===== src/rtl/calendar_uart_tx_if.sv =====
// Report request, calendar date inputs and UART status for calendar_uart_tx.
// The bench drives through master; the transmitter uses slave.
interface calendar_uart_tx_if;
  logic       send;
  logic [6:0] day;
  logic [6:0] month;
  logic [6:0] year;
  logic       tx;
  logic       busy;
  logic       done;

  modport master (output send, day, month, year, input tx, busy, done);
  modport slave  (input send, day, month, year, output tx, busy, done);
endinterface


===== src/rtl/calendar_uart_tx.sv =====
// Sends a "YY-MM-DD\r\n" date report over an 8N1 UART line.
// A rising edge on send starts the report, using a snapshot of the date taken at that edge.
module calendar_uart_tx #(
  parameter int BAUD_DIV = 5208
) (
  input  logic                clk,
  input  logic                reset,
  calendar_uart_tx_if.slave   bus
);

  localparam logic [1:0] ST_IDLE  = 2'd0;
  localparam logic [1:0] ST_START = 2'd1;
  localparam logic [1:0] ST_DATA  = 2'd2;
  localparam logic [1:0] ST_STOP  = 2'd3;

  localparam logic [15:0] BAUD_LAST = 16'(BAUD_DIV - 1);

  logic [1:0]  state_q, state_d;
  logic [15:0] baud_q, baud_d;
  logic [2:0]  bit_q, bit_d;
  logic [3:0]  byte_q, byte_d;
  logic [6:0]  day_q, day_d;
  logic [6:0]  month_q, month_d;
  logic [6:0]  year_q, year_d;
  logic        send_prev_q;
  logic        tx_q, tx_d;
  logic        busy_q, busy_d;
  logic        done_q, done_d;

  logic        accept;
  logic [7:0]  cur_byte;
  logic [2:0]  next_bit;
  logic [15:0] year_pair, month_pair, day_pair;

  // Two ASCII digits of (v mod 100); v never exceeds 127, so one subtraction is enough.
  function automatic logic [15:0] ascii_pair(input logic [6:0] v);
    logic [6:0] m;
    logic [3:0] tens;
    logic [3:0] units;
    m     = (v >= 7'd100) ? v - 7'd100 : v;
    tens  = 4'(m / 7'd10);
    units = 4'(m % 7'd10);
    return {4'h3, tens, 4'h3, units};
  endfunction

  assign year_pair  = ascii_pair(year_q);
  assign month_pair = ascii_pair(month_q);
  assign day_pair   = ascii_pair(day_q);

  always_comb begin
    cur_byte = 8'h0A;
    case (byte_q)
      4'd0:    cur_byte = year_pair[15:8];
      4'd1:    cur_byte = year_pair[7:0];
      4'd2:    cur_byte = 8'h2D;
      4'd3:    cur_byte = month_pair[15:8];
      4'd4:    cur_byte = month_pair[7:0];
      4'd5:    cur_byte = 8'h2D;
      4'd6:    cur_byte = day_pair[15:8];
      4'd7:    cur_byte = day_pair[7:0];
      4'd8:    cur_byte = 8'h0D;
      default: cur_byte = 8'h0A;
    endcase
  end

  // Edges landing in the done cycle are dropped, not held for later.
  assign accept   = bus.send && !send_prev_q && (state_q == ST_IDLE) && !done_q;
  assign next_bit = bit_q + 3'd1;

  always_comb begin
    state_d = state_q;
    baud_d  = baud_q;
    bit_d   = bit_q;
    byte_d  = byte_q;
    day_d   = day_q;
    month_d = month_q;
    year_d  = year_q;
    tx_d    = tx_q;
    busy_d  = busy_q;
    done_d  = 1'b0;

    case (state_q)
      ST_IDLE: begin
        if (accept) begin
          state_d = ST_START;
          baud_d  = 16'd0;
          bit_d   = 3'd0;
          byte_d  = 4'd0;
          day_d   = bus.day;
          month_d = bus.month;
          year_d  = bus.year;
          tx_d    = 1'b0;
          busy_d  = 1'b1;
        end
      end
      default: begin
        if (baud_q == BAUD_LAST) begin
          // Counter reloads on every bit boundary so timing never accumulates error.
          baud_d = 16'd0;
          case (state_q)
            ST_START: begin
              state_d = ST_DATA;
              bit_d   = 3'd0;
              tx_d    = cur_byte[0];
            end
            ST_DATA: begin
              if (bit_q == 3'd7) begin
                state_d = ST_STOP;
                tx_d    = 1'b1;
              end else begin
                bit_d = next_bit;
                tx_d  = cur_byte[next_bit];
              end
            end
            default: begin
              if (byte_q < 4'd9) begin
                state_d = ST_START;
                byte_d  = byte_q + 4'd1;
                tx_d    = 1'b0;
              end else begin
                state_d = ST_IDLE;
                byte_d  = 4'd0;
                bit_d   = 3'd0;
                tx_d    = 1'b1;
                busy_d  = 1'b0;
                done_d  = 1'b1;
              end
            end
          endcase
        end else begin
          baud_d = baud_q + 16'd1;
        end
      end
    endcase
  end

  always_ff @(posedge clk or negedge reset) begin
    if (!reset) begin
      state_q     <= ST_IDLE;
      baud_q      <= 16'd0;
      bit_q       <= 3'd0;
      byte_q      <= 4'd0;
      day_q       <= 7'd0;
      month_q     <= 7'd0;
      year_q      <= 7'd0;
      send_prev_q <= 1'b1;
      tx_q        <= 1'b1;
      busy_q      <= 1'b0;
      done_q      <= 1'b0;
    end else begin
      state_q     <= state_d;
      baud_q      <= baud_d;
      bit_q       <= bit_d;
      byte_q      <= byte_d;
      day_q       <= day_d;
      month_q     <= month_d;
      year_q      <= year_d;
      send_prev_q <= bus.send;
      tx_q        <= tx_d;
      busy_q      <= busy_d;
      done_q      <= done_d;
    end
  end

  assign bus.tx   = tx_q;
  assign bus.busy = busy_q;
  assign bus.done = done_q;

endmodule


===== src/flat_wrapper.sv =====
// flat-port wrapper written by rule: the top's interface ports become plain ports
module calendar_uart_tx_flat 
#(
  parameter int BAUD_DIV = 5208
)
  (clk, reset, bus_send, bus_day, bus_month, bus_year, bus_tx, bus_busy, bus_done);
  calendar_uart_tx_if bus_i ();
  input  logic clk;
  input  logic reset;
  input wire logic [$bits(bus_i.send)-1:0] bus_send;
  input wire logic [$bits(bus_i.day)-1:0] bus_day;
  input wire logic [$bits(bus_i.month)-1:0] bus_month;
  input wire logic [$bits(bus_i.year)-1:0] bus_year;
  output wire logic [$bits(bus_i.tx)-1:0] bus_tx;
  output wire logic [$bits(bus_i.busy)-1:0] bus_busy;
  output wire logic [$bits(bus_i.done)-1:0] bus_done;
  assign bus_i.send = bus_send;
  assign bus_i.day = bus_day;
  assign bus_i.month = bus_month;
  assign bus_i.year = bus_year;
  assign bus_tx = bus_i.tx;
  assign bus_busy = bus_i.busy;
  assign bus_done = bus_i.done;
  calendar_uart_tx #(.BAUD_DIV(BAUD_DIV)) u_core (.clk(clk), .reset(reset), .bus(bus_i));
endmodule

===== config.mk =====
export PLATFORM = sky130hd
export DESIGN_NAME = calendar_uart_tx_flat
export DESIGN_NICKNAME = d
export VERILOG_FILES = /design/src/rtl/calendar_uart_tx_if.sv /design/src/rtl/calendar_uart_tx.sv /design/src/flat_wrapper.sv
export SDC_FILE = /design/constraint.sdc
export NUM_CORES = 1
export LEC_CHECK = 0
export CAP_MARGIN = 20
export CORE_MARGIN = 3
export CORE_UTILIZATION = 55
export DETAILED_ROUTE_END_ITERATION = 8
export GPL_TIMING_DRIVEN = 0
export PLACE_DENSITY = 0.72
export SKIP_CTS_REPAIR_TIMING = 1
export SKIP_LAST_GASP = 1
export SYNTH_ARGS = -nofsm -noshare
export SYNTH_HDL_FRONTEND = slang
export SYNTH_SLANG_ARGS = --single-unit

===== constraint.sdc =====
create_clock -name clk -period 5.2 [get_ports clk]
set_input_delay 0.52 -clock clk [delete_from_list [all_inputs] [get_ports clk]]
set_output_delay 0.52 -clock clk [all_outputs]
set_load 0.02 [all_outputs]

==> key figures <==
Synthesis
  • Mean post-synth cell area: 8.37 um^2
  • #FFs+latches synth: 50
  • Leading area contributor after synthesis: dfrtp_1
  • Asr flop ratio synth: 1.00
  • Sequential area share after synthesis: 0.307
  • Synth unique cells: 79
  • Syn nets: 532
  • Warnings from Yosys: 0
  • Synth top cells by count: o21ai_0, dfrtp_1, nand2_1, inv_1, nor2_1
  • Top post-synthesis cells by area: dfrtp_1, o21ai_0, ha_1
  • Yosys top cell area share: 0.294
  • Post-synthesis cell area: 4080 um^2
  • Cells after Synth: 488
  • Top FF cell, synth: dfrtp_1
  • EDFF count, synth: 0
  • Most numerous cell in the Yosys netlist: o21ai_0

Timing
  • Min Tclk post-route: 4.81 ns
  • Final hold vios: 0
  • Final worst slack: 0.392 ns
  • Fmax: 208 MHz
  • Slew @ Worst Pin: 0.684 ns
  • Worst hold margin: 0.0795 ns
  • Final setup violation count: 0
  • Final worst-path cycle share: 0.925
  • Clock Skew: 0.00435 ns
  • Slew Limit Fails: 0
  • Slew HR: 0.539

Drt
  • DRT Pass-1 Iters: 5
  • WL per Instance: 17.8 um
  • Routed WL: 11.1 mm
  • Vias per cell: 6.32
  • Remaining DRCs: 0
  • DRT iter0 DRCs: 341
  • DR vias: 3,934
  • ANT nets after route: 0

Global routing
  • Vias in the first global route: 3,711
  • First-pass GRT wire length: 18.4 mm
  • Total GRT Usage: 0.268
  • Global route total overflow: 0
  • Largest net degree at the start of global routing: 41
  • Initial antenna violation count: 0

CTS
  • CTS Root Cell: clkbuf_8
  • Worst-Skew Late Latency: 0.31 ns
  • Clock net sink count: 50
  • Cts bufs inserted: 5
  • Clock buffer depth: 2
  • CTS H-tree depth: 2
  • TritonCTS clock tree: yes
  • Clk slew on worst S/H paths: 0.09 ns

Critical path
  • R2r setup slk: 0.39 ns
  • CP Depth: 20
  • Critical path buffers and inverters: 2
  • Endpoint class of the critical path: flop
  • Worst-case reg-to-reg path depth: 20
  • FF-to-FF Start: u_core.month_q[3]$_DFFE_PN0P_
  • Required @ worst endpoint: 5.45 ns
  • CP cell instances: inv_1 > ha_1 > or3b_1 > a221o_1 > and2_1 > a222oi_1 > buf_4 > nor2_1 > xnor2_1 > o21ai_1 > ha_1 > o21ai_0 > a221oi_1 > a21boi_1 > a2111o_1 > a31oi_1 > o21ai_1 > a2111oi_4 > o221a_1 > a31o_1
  • Critical Path Sink: u_core.bus.tx$_DFFE_PN1P_
  • R2r endpoint: u_core.bus.tx$_DFFE_PN1P_
  • Crit Path Class: reg2reg
  • CP peak stage delay: 0.45 ns
  • Critical path origin: u_core.month_q[3]$_DFFE_PN0P_
  • Worst-path maximum fanout: 5
  • CP max stage cell: dfrtp_1
  • Crit-path leading delay family: compound AO/OA/AOI/OAI gates
  • WP data arrival: 5.06 ns
  • CP Launch Type: flop

Pwr
  • Power Dens Cells: 153 nW/um^2
  • IR drop worst, VDD: 126 uV
  • LEAKAGE: 1.93 nW
  • Total Power: 0.707 mW

Floorplan
  • Chip height: 92.2 um
  • Cell Rows: 30
  • Die ar.: 8500 um^2
  • Total core area: 6980 um^2
  • I/O Pins: 27
  • Starting Density: 0.585
  • Chip width: 92.2 um

Status
  • Outcome: completed

Placement
  • IO buf count: 26
  • Final GP Congestion: 0.956
  • DP HPWL: 8.36 mm
  • Place WS: 0.0819 ns

Flow run
  • Max Cap Viol: 0

Min path
  • HP Class: in2async

Finish
  • Layout area overhead: 13.3%
  • FILL cells: 603
  • ANT cells: 0
  • Proportion of layout cells with a drive suffix above 1: 0.106
  • Final Net Count: 569
## sequential cells by signal, summed over array words and instances (netlist names)
signal	cells
u_core.state_q	2
u_core.baud_q	16
u_core.day_q	7
u_core.send_prev_q	1
u_core.year_q	7
u_core.bus.done	1
u_core.bus.tx	1
u_core.bus.busy	1
u_core.month_q	7
u_core.bit_q	3
u_core.byte_q	4
## logic make-up (layout without fill, tap and decap cells)
group	after synthesis	after routing	share of synthesized area
muxes	16	16	0.0435
AOI/OAI and AO/OA	161	161	0.274
xor gates and xnor gates	11	11	0.0236
buffers and inverters	50	88	0.0539
adders and majority gates	20	20	0.0613
DFF	50	50	0.307
and+or+nand+nor	180	180	0.237
## worst min path at each step
| stage | startpoint | endpoint | slack [ns] |
|---|---|---|---|
| 2_1_floorplan | reset | u_core.baud_q[0]$_DFFE_PN0P_ | 0.22 |
| 3_3_place_gp | u_core.baud_q[1]$_DFFE_PN0P_ | u_core.baud_q[1]$_DFFE_PN0P_ | 0.49 |
| 3_5_place_dp | reset | u_core.month_q[6]$_DFFE_PN0P_ | 0.42 |
| 4_1_cts | reset | u_core.day_q[2]$_DFFE_PN0P_ | 0.09 |
| 5_1_grt | reset | u_core.month_q[6]$_DFFE_PN0P_ | 0.09 |
| 6_report | reset | u_core.month_q[6]$_DFFE_PN0P_ | 0.08 |
## final cells by class
cell class / instances / area (um^2) / share of cell area
inverter: 27 / 101 / 0.0219
timing repair buffer: 30 / 295 / 0.0638
buffer: 23 / 119 / 0.0257
clock inverter: 1 / 30.0 / 0.00649
tap: 96 / 120 / 0.0260
clock buffer: 7 / 86.3 / 0.0187
sequential: 50 / 1250 / 0.271
multi-input combinational: 388 / 2620 / 0.567
## metrics by stage
step,instance area (um^2),utilization,std cells,setup TNS [ns]
floorplan,4080,-,488,0
global placement,4460,0.639,610,0
detailed placement,4480,0.642,611,0
CTS,4600,0.658,619,0
global route,4630,0.663,622,-0.0198
finish,4630,0.663,622,0
## report_power, final
group	leakage (nW)	switching, mW	total, mW	internal [mW]
Clock	0.0585	0.134	0.291	0.157
Sequential	0.588	0.0000988	0.389	0.389
Combinational	1.29	0.0102	0.0264	0.0162
## layout by cell type (no fill, tap or decap), types with 16 or more instances in the layout
| cell type | instances |
|---|---|
| a21oi_1 | 18 |
| and3_1 | 16 |
| clkdlybuf4s50_1 | 25 |
| dfrtp_1 | 48 |
| ha_1 | 20 |
| inv_1 | 26 |
| nand2_1 | 46 |
| nand3_1 | 17 |
| nor2_1 | 26 |
| o21ai_0 | 56 |
## metal layers
metal	GRT usage	share of wire	up-vias
met5	0	0	-
met4	0.103	0.031	0
met3	0.0353	0.041	25
met2	0.451	0.49	124
met1	0.350	0.44	1895
li1	-	-	1890
Power figures use the tool's default switching activity.
